<file path="src/rtl/pmic_init_sequencer.sv">
// pmic_init_sequencer: walks a fixed PMIC register-write table through i2c_handler.
// Optional per-entry retry on NACK/timeout is compiled in when SEQ_RETRY_EN is defined.
module pmic_init_sequencer #(
  parameter int NUM_ENTRIES    = 8,
  parameter int IDX_W          = 4,
  parameter int TIMEOUT_CYCLES = 4096,
  parameter int GAP_CYCLES     = 16,
  parameter int MAX_RETRIES    = 2
) (
  input  logic             i_clk,
  input  logic             i_resetN,
  input  logic             i_start,
  output logic [IDX_W-1:0] o_index,
  input  logic [22:0]      i_entry,
  output logic             o_begin,
  output logic             o_writeEnable,
  output logic [6:0]       o_i2cAddress,
  output logic [7:0]       o_regAddr,
  output logic [7:0]       o_data,
  input  logic             i_done,
  input  logic             i_nack,
  output logic             o_busy,
  output logic             o_done,
  output logic             o_error,
  output logic [IDX_W-1:0] o_failIndex
);

  localparam int TO_W  = (TIMEOUT_CYCLES > 1) ? $clog2(TIMEOUT_CYCLES) : 1;
  localparam int GAP_W = (GAP_CYCLES > 1) ? $clog2(GAP_CYCLES) : 1;

  if (NUM_ENTRIES < 1 || NUM_ENTRIES > (1 << IDX_W) || TIMEOUT_CYCLES < 1 ||
      GAP_CYCLES < 0 || MAX_RETRIES < 0) begin : g_param_check
    $error("pmic_init_sequencer: illegal parameter set");
  end

  typedef enum logic [2:0] {
    S_IDLE  = 3'd0,
    S_FETCH = 3'd1,
    S_ISSUE = 3'd2,
    S_WAIT  = 3'd3,
    S_GAP   = 3'd4,
    S_DONE  = 3'd5,
    S_ERROR = 3'd6
  } state_t;

  // With no inter-transaction gap the sequencer goes straight back to FETCH.
  localparam state_t S_AFTER = (GAP_CYCLES > 0) ? S_GAP : S_FETCH;

  state_t             state_r, next_state_s;
  logic [IDX_W-1:0]   index_r, fail_index_r;
  logic               busy_r, done_r, error_r, begin_r;
  logic [6:0]         addr_r;
  logic [7:0]         reg_r, data_r;
  logic [TO_W-1:0]    timeout_cnt_r;
  logic [GAP_W-1:0]   gap_cnt_r;
  logic               launch_s, advance_s, finish_s, abort_s;
  logic               ok_s, fail_s, last_s, timeout_s, gap_done_s, retry_ok_s;

  assign last_s     = (index_r == IDX_W'(NUM_ENTRIES - 1));
  assign timeout_s  = (timeout_cnt_r == TO_W'(TIMEOUT_CYCLES - 1));
  assign gap_done_s = (gap_cnt_r == GAP_W'(GAP_CYCLES - 1));
  // A done pulse on the timeout cycle wins over the timeout.
  assign ok_s       = (state_r == S_WAIT) && i_done && !i_nack;
  assign fail_s     = (state_r == S_WAIT) && ((i_done && i_nack) || (!i_done && timeout_s));

`ifdef SEQ_RETRY_EN
  localparam int RTY_W = (MAX_RETRIES > 0) ? $clog2(MAX_RETRIES + 1) : 1;
  logic [RTY_W-1:0] retry_cnt_r;

  assign retry_ok_s = (retry_cnt_r < RTY_W'(MAX_RETRIES));

  // Attempts already spent on the current entry.
  always_ff @(posedge i_clk) begin
    if (!i_resetN) begin
      retry_cnt_r <= {RTY_W{1'b0}};
    end else if (launch_s || advance_s) begin
      retry_cnt_r <= {RTY_W{1'b0}};
    end else if (fail_s && retry_ok_s) begin
      retry_cnt_r <= retry_cnt_r + RTY_W'(1);
    end
  end
`else
  assign retry_ok_s = 1'b0;
`endif

  // State register.
  always_ff @(posedge i_clk) begin
    if (!i_resetN) begin
      state_r <= S_IDLE;
    end else begin
      state_r <= next_state_s;
    end
  end

  // Next-state decode and one-cycle control strobes.
  always_comb begin
    next_state_s = state_r;
    launch_s     = 1'b0;
    advance_s    = 1'b0;
    finish_s     = 1'b0;
    abort_s      = 1'b0;
    case (state_r)
      S_IDLE, S_DONE, S_ERROR: begin
        if (i_start) begin
          next_state_s = S_FETCH;
          launch_s     = 1'b1;
        end else begin
          next_state_s = state_r;
        end
      end
      S_FETCH: next_state_s = S_ISSUE;
      S_ISSUE: next_state_s = S_WAIT;
      S_WAIT: begin
        if (ok_s) begin
          if (last_s) begin
            next_state_s = S_DONE;
            finish_s     = 1'b1;
          end else begin
            next_state_s = S_AFTER;
            advance_s    = 1'b1;
          end
        end else if (fail_s) begin
          if (retry_ok_s) begin
            next_state_s = S_AFTER;
          end else begin
            next_state_s = S_ERROR;
            abort_s      = 1'b1;
          end
        end else begin
          next_state_s = S_WAIT;
        end
      end
      S_GAP: begin
        if (gap_done_s) begin
          next_state_s = S_FETCH;
        end else begin
          next_state_s = S_GAP;
        end
      end
      default: next_state_s = S_IDLE;
    endcase
  end

  // Status, index, payload and counter registers.
  always_ff @(posedge i_clk) begin
    if (!i_resetN) begin
      begin_r       <= 1'b0;
      busy_r        <= 1'b0;
      done_r        <= 1'b0;
      error_r       <= 1'b0;
      index_r       <= {IDX_W{1'b0}};
      fail_index_r  <= {IDX_W{1'b0}};
      addr_r        <= 7'd0;
      reg_r         <= 8'd0;
      data_r        <= 8'd0;
      timeout_cnt_r <= {TO_W{1'b0}};
      gap_cnt_r     <= {GAP_W{1'b0}};
    end else begin
      begin_r <= (next_state_s == S_ISSUE);
      if (launch_s) begin
        index_r <= {IDX_W{1'b0}};
        busy_r  <= 1'b1;
        done_r  <= 1'b0;
        error_r <= 1'b0;
      end else if (advance_s) begin
        index_r <= index_r + IDX_W'(1);
      end else if (finish_s) begin
        done_r <= 1'b1;
        busy_r <= 1'b0;
      end else if (abort_s) begin
        error_r      <= 1'b1;
        fail_index_r <= index_r;
        busy_r       <= 1'b0;
      end
      if (state_r == S_FETCH) begin
        {addr_r, reg_r, data_r} <= i_entry;
      end
      if (state_r == S_ISSUE) begin
        timeout_cnt_r <= {TO_W{1'b0}};
      end else if (state_r == S_WAIT) begin
        timeout_cnt_r <= timeout_cnt_r + TO_W'(1);
      end
      if (state_r == S_GAP && !gap_done_s) begin
        gap_cnt_r <= gap_cnt_r + GAP_W'(1);
      end else begin
        gap_cnt_r <= {GAP_W{1'b0}};
      end
    end
  end

  assign o_index       = index_r;
  assign o_begin       = begin_r;
  assign o_writeEnable = 1'b1;
  assign o_i2cAddress  = addr_r;
  assign o_regAddr     = reg_r;
  assign o_data        = data_r;
  assign o_busy        = busy_r;
  assign o_done        = done_r;
  assign o_error       = error_r;
  assign o_failIndex   = fail_index_r;

endmodule
</file>
<file path="config.mk">
export PLATFORM = sky130hd
export DESIGN_NAME = pmic_init_sequencer
export DESIGN_NICKNAME = d
export VERILOG_FILES = /design/src/rtl/pmic_init_sequencer.sv
export SDC_FILE = /design/constraint.sdc
export NUM_CORES = 1
export LEC_CHECK = 0
export BUFFER_PORTS_ARGS = -buffer_cell sky130_fd_sc_hd__buf_2
export CAP_MARGIN = 20
export CORE_MARGIN = 2
export CORE_UTILIZATION = 52
export DETAILED_ROUTE_END_ITERATION = 10
export PLACE_DENSITY = 0.9
export SYNTH_ARGS = -nofsm -noshare
export SYNTH_HDL_FRONTEND = slang
export SYNTH_SLANG_ARGS = --single-unit
</file>
<file path="constraint.sdc">
create_clock -name i_clk -period 1.6 [get_ports i_clk]
set_input_delay 0.32 -clock i_clk [delete_from_list [all_inputs] [get_ports i_clk]]
set_output_delay 0.32 -clock i_clk [all_outputs]
set_load 0.05 [all_outputs]
</file>
# Word-level counts from Yosys, hierarchy flattened

Cells that the tools add are included.

Add/subtract/negate cells: 3
Equality and inequality tests: 11
Mux-type cells: 21
Bitwise operators: 4
Reductions and logical operators: 20

Operators with widths:

| operator                                      | count |
|---|---|
| 2-to-1 mux 1 bit                              | 16 |
| one-hot mux 3 bit (5 select lines)            | 1 |
| adder 12 x 1 -> 12 bit, second input constant | 1 |
| == test 12 bit, second input constant         | 1 |
| 2-to-1 mux 3 bit                              | 4 |
| == test 3 x 2 -> 1 bit, second input constant | 3 |
| == test 3 bit, second input constant          | 3 |
| adder 4 x 1 -> 4 bit, second input constant   | 2 |
| logical AND 1 bit                             | 6 |
| AND reduction 2 bit                           | 3 |
| == test 4 x 3 -> 1 bit, second input constant | 1 |
| == test 4 bit, second input constant          | 1 |
| inverter 1 bit                                | 4 |
| AND reduction 4 bit                           | 1 |
| OR reduction 2 bit                            | 2 |
| == test 3 x 1 -> 1 bit, second input constant | 1 |
| zero test 1 bit                               | 3 |
| zero test 3 bit                               | 1 |
| AND reduction 3 bit                           | 1 |
| nonzero test 3 bit                            | 1 |
| OR reduction 3 bit                            | 1 |
| != test 2 bit, second input constant          | 1 |
| logical OR 1 bit                              | 1 |

Flip-flop bits (word level): 54
Input port bits: 28
Output and inout port bits: 36
Logic and storage cells: 71

# Depth between registers and ports, before layout

Depth in word-level cells: 11
Depth in mapped cells: 6

# Worst setup path after synthesis

No wires, ideal clock.

Path kind: register -> register
From: register index_r[0] (netlist: o_index[0])
To: register index_r[1] (netlist: o_index[1])
Library setup time: 0.118 ns
Arrival time: 1.546 ns
Required time: 1.482 ns
Slack: -0.064 ns
Stages on the path, launching flop included: 6
Buffers on the path: 0
Clock period less this slack: 1.664 ns
Cell sequence: dfxtp_1 -> ha_1 -> and3b_1 -> or3_1 -> mux2i_1 -> nor2_1

Cells in the longest elaborated chain, start to end: 4
Elaborated cells between the ends (all ways): 5

Ends and longest elaborated chain:

| what                   | line | text |
|---|---|---|
| from (decl)            | 50   | `logic [IDX_W-1:0] index_r, fail_index_r;` |
| from (signal assigned) | 151  | `index_r <= {IDX_W{1'b0}};` |
| from (signal assigned) | 161  | `index_r <= {IDX_W{1'b0}};` |
| from (signal assigned) | 166  | `index_r <= index_r + IDX_W'(1);` |
| == test 4 x 3 -> 1 bit | 59   | `assign last_s = (index_r == IDX_W'(NUM_ENTRIES - 1));` |
| 2-to-1 mux 1 bit       | 115  | `if (last_s) begin` |
| 2-to-1 mux 1 bit       | 114  | `if (ok_s) begin` |
| 2-to-1 mux 1 bit       | 102  | `case (state_r)` |

Several ways; a longest one is shown, not always the timed one.
A chain may end at the register's enable or synchronous reset.

# Worst setup path after layout

From: register index_r[0] (netlist: o_index[0])
To: register index_r[0] (netlist: o_index[0])

The elaborated chain is that of the path after synthesis.

==> run summary <==
The post-route DRC violation count is 0. The final hold violation count came out at 0. The routed via count divided by cell count came out at 5.22. The maximum number of pins on one net before global-route repair is 24.

The maximum level of the CTS H-tree is 2. The die area is 5070 µm². Synthesis produced 270 cells. The all-layer global routing usage is 19.7%. The reg2reg setup slack is 0.09 ns.

The count of endpoints failing setup in the final report came out at 0. The initial antenna violation count was 0. The net switching fraction of the power is 29.4%.

The aggregate routed wire length is 4820 µm. The sequential element share of the synthesized area is 46.0%. Detailed placement ended at an HPWL of 3580 µm. Setup total negative slack on the finished layout was measured at 0 ns. The maximum fanout count along the critical path came out at 5. The final antenna-violating net count came out at 0.

The number of warning messages in the yosys log is 0. The floorplan die width came out at 71.2 µm. The global-route wire length before repair came out at 8050 µm. Grouping stages by cell kind, the critical path spends the most delay in simple AND/OR/NAND/NOR gates. Of the total synthesized cell area, the portion taken by full adders, half adders and majority gates is 1.60%. The signal on the critical path passes through ha_1 > and3b_1 > or3_4 > xor2_1 > nor2_1. Max-cap violations in this run came to 0. Post-CTS timing repair inserted 0 buffers for setup. The quantity of I/O buffers inserted on ports came out at 62. Leaving out fill and tap cells, the most frequent cells in the layout are sky130_fd_sc_hd__nand2_1, sky130_fd_sc_hd__buf_2, sky130_fd_sc_hd__dfxtp_1, sky130_fd_sc_hd__nor2_1, sky130_fd_sc_hd__a21boi_1. The max-slew violation total from the final report is 0.

In this run the most critical hold path is launched from i_entry[6]. The startpoint identified for the worst register-to-register timing path is o_index[0]. The sort of element at the end of the critical path is a flip-flop. The reported leakage power is 0.00120 µW. The logic depth of the worst register-to-register path is 5. The design internal power is 2030 µW. The highest clock frequency the design can meet is 663 MHz.

The complex-gate fraction of the synthesized area came out at 13.2%. The area inside the core boundary came out at 4350 µm². The count of flip-flops with a built-in enable after synthesis came out at 0.

The fraction of the mapped netlist area in simple logic gates is 27.7%. The sequential share of power is 50.1%. The post-synthesis area per instance is 8.70 µm². The run finished with clean final reports. In this run the critical register-to-register path is captured at o_index[0]. The combinational family with the most area after synthesis is simple AND/OR/NAND/NOR gates.

The total grt overflow is 0. The count of buffering cells on the critical path with inverters included is 0. The switching power is 845 µW.

In this run, the clock network consumes 31.6% of the power. The number of detailed-route iterations in the first pass is 4. The cell count after placement is 378. The via count of the first global-routing pass is 1895.

The count of boundary I/O pins is 64. The worst clock skew came out at 0.0112 ns. After the last flow step, the layout net total stands at 364.

Before CTS, the worst setup slack after placement is 0.0579 ns. The via total after detailed routing is 2016. In the post-route analysis, the smallest setup slack over all paths is 0.0922 ns. The delay contributed by the slowest stage of the critical path came out at 0.36 ns.

The number of library cell types mapped by synthesis is 45. Among all flip-flop cells after synthesis, the most frequent one is sky130_fd_sc_hd__dfxtp_1. TritonCTS built the clock tree.

The clock transition at the registers of the reported paths is 0.10 ns. The cell with the biggest individual delay on the critical path is sky130_fd_sc_hd__dfxtp_2. The post-detailed-route wirelength per cell came out at 12.5 µm. The share of synthesized area spent on multiplexers came out at 2.13%.

The last weighted congestion value of the routability-driven placer came out at 0.850. The critical path is of the reg -> reg type. The source-to-sink clock delay at the later pin of the worst-skew pair is 0.31 ns. The post-synthesis instance area is 2350 µm². The worst hold-check path type is in -> reg. The sink count of the clock tree came out at 54.

The hold path endpoint is o_data[6]. Clock tree synthesis inserted a total of 5 buffers. The combinational power share is 18.3%. The number of antenna diodes came out at 0.

The startpoint type of the worst setup path is a flip-flop. The iteration-0 DRC count of the detailed router is 156. Leaving out filler cells and counting taps, the final layout contains 386. Dividing total power by cell area gives a power density of 1010 nW/µm².

The initial core utilization came out at 53.9%. The library cell used most frequently in the layout, excluding fill and tap cells, is sky130_fd_sc_hd__nand2_1. The worst path arrival time came out at 1.71 ns.

The routed design could run at a clock period as short as 1.51 ns. The maximum root-to-sink buffer count is 2. The xor/xnor cell area share of the yosys netlist came out at 4.85%. The tree is rooted in a sky130_fd_sc_hd__clkbuf_8. The signed area change from the synthesized netlist to the final layout is 21.6%. The worst vdd rail ir drop is 0.000594 V. Counting every net in the synthesized netlist gives 301. The overall die height is 71.2 µm. After synthesis the netlist holds a flip-flop and latch count of 54. For the worst setup path, the data required time is 1.80 ns. Along the worst hold path, the cell count comes to 3. The share of synthesized registers carrying an async set or reset came out at 0%. Of the available clock period, the critical path in the final layout requires 94.2%. The count of standard-cell rows is 24. The fraction of layout instances using a drive strength above 1 is 28.4%. The final cell utilization of the core came out at 65.6%.
## registers in the layout, indices dropped and copies added (netlist names)
signal / cells
o_failIndex: 4
o_index: 4
gap_cnt_r: 4
o_error: 1
o_i2cAddress: 7
state_r: 3
o_data: 8
o_done: 1
o_regAddr: 8
o_busy: 1
timeout_cnt_r: 12
o_begin: 1
## how the worst max path moves through the flow
stage / start / end / slack (ns) / cells after the start
after detailed placement: timeout_cnt_r[0] / o_failIndex[1] / 0.06 / 5
after global placement: timeout_cnt_r[0] / state_r[2] / 0.11 / 5
final: o_index[0] / o_index[0] / 0.09 / 5
after global routing: state_r[0] / timeout_cnt_r[9] / -0.05 / 5
after CTS: timeout_cnt_r[0] / o_failIndex[0] / 0.03 / 5
after floorplan: o_index[0] / o_index[1] / 0.08 / 5
## synth_stat cells (2+ instances only)
| master | number | area [µm²] |
|---|---|---|
| sky130_fd_sc_hd__nand2_1 | 65 | 244 |
| sky130_fd_sc_hd__a21boi_1 | 19 | 143 |
| sky130_fd_sc_hd__dfxtp_1 | 54 | 1080 |
| sky130_fd_sc_hd__nand2b_1 | 4 | 25.0 |
| sky130_fd_sc_hd__or3_1 | 3 | 18.8 |
| sky130_fd_sc_hd__inv_1 | 3 | 11.3 |
| sky130_fd_sc_hd__and3b_1 | 2 | 17.5 |
| sky130_fd_sc_hd__a21boi_0 | 3 | 22.5 |
| sky130_fd_sc_hd__clkbuf_1 | 6 | 22.5 |
| sky130_fd_sc_hd__buf_4 | 3 | 22.5 |
| sky130_fd_sc_hd__nor3b_1 | 2 | 15.0 |
| sky130_fd_sc_hd__nand3b_1 | 3 | 22.5 |
| sky130_fd_sc_hd__xnor2_1 | 7 | 61.3 |
| sky130_fd_sc_hd__xor2_1 | 6 | 52.6 |
| sky130_fd_sc_hd__nor2_1 | 20 | 75.1 |
| sky130_fd_sc_hd__nor3_1 | 3 | 15.0 |
| sky130_fd_sc_hd__and4_1 | 2 | 17.5 |
| sky130_fd_sc_hd__buf_2 | 7 | 35.0 |
| sky130_fd_sc_hd__mux2i_1 | 5 | 50.1 |
| sky130_fd_sc_hd__nand3_1 | 9 | 45.0 |
| sky130_fd_sc_hd__o21ai_0 | 2 | 10.0 |
| sky130_fd_sc_hd__nand4_1 | 4 | 25.0 |
| sky130_fd_sc_hd__a21oi_1 | 8 | 40.0 |
| sky130_fd_sc_hd__o211ai_1 | 2 | 15.0 |
| sky130_fd_sc_hd__nor2b_1 | 2 | 12.5 |
| sky130_fd_sc_hd__and4b_1 | 2 | 20.0 |
| sky130_fd_sc_hd__and3_1 | 2 | 12.5 |
| sky130_fd_sc_hd__ha_1 | 3 | 37.5 |
| sky130_fd_sc_hd__nor4_2 | 3 | 37.5 |
## routing by layer
| metal | part of all wire, % | global-route usage [%] | up-vias |
|---|---|---|---|
| li1 | - | - | 1032 |
| met2 | 51 | 34.2 | 48 |
| met1 | 42 | 23.1 | 928 |
| met4 | 1.7 | 7.55 | 0 |
| met5 | 0 | 0 | - |
| met3 | 4.7 | 5.13 | 8 |
## stage by stage
| step | total power, µW | hold slack, ns | cell area [µm²] |
|---|---|---|---|
| after detailed placement | 1990 | 0.442 | 2720 |
| after global placement | 1980 | 0.429 | 2720 |
| after CTS | 2890 | 0.224 | 2830 |
| after global routing | 2990 | 0.222 | 2860 |
| final | 2870 | 0.231 | 2860 |
| after floorplan | 1850 | 0.418 | 2350 |
## power groups by stage
stage / registers [µW] / logic (µW) / clock network (µW)
final: 1440 / 527 / 907
after global routing: 1450 / 571 / 977
after CTS: 1440 / 527 / 931
after detailed placement: 1470 / 525 / 0
after global placement: 1460 / 515 / 0
after floorplan: 1640 / 214 / 0
## worst reg2reg max path, delay by kind of cell, from the launching register on
family                   cells  cell delay, ns
XOR/XNOR                     1            0.19
flip-flops                   1            0.36
AND/OR/NAND/NOR              3            0.62
adder cells (fa/ha/maj)      1            0.24
## cells by family (layout without fill, tap and decap cells)
group | Yosys count | after routing
flops | 54 | 54
simple gates | 131 | 131
mux | 5 | 5
other cells | 1 | 1
compound gates | 43 | 43
buf+inv | 20 | 84
xor+xnor | 13 | 13
fa+ha+maj | 3 | 3
## what timing repair did
action | in CTS | in global routing
hold endpoints to repair | 0 | 0
gates resized for setup | 0 | 6
setup endpoints to repair | 0 | 7
hold buffers | 0 | 0
## final cells by class
class	count	area [µm²]
multi-input cells	196	1180
clock buffers	5	68.8
inverters	3	11.3
flip-flops and latches	54	1090
repair buffers	73	393
well taps	52	65.1
clock inverters	3	45.0
fillers	334	1500
Note: power is estimated with default switching activity, not from simulation.
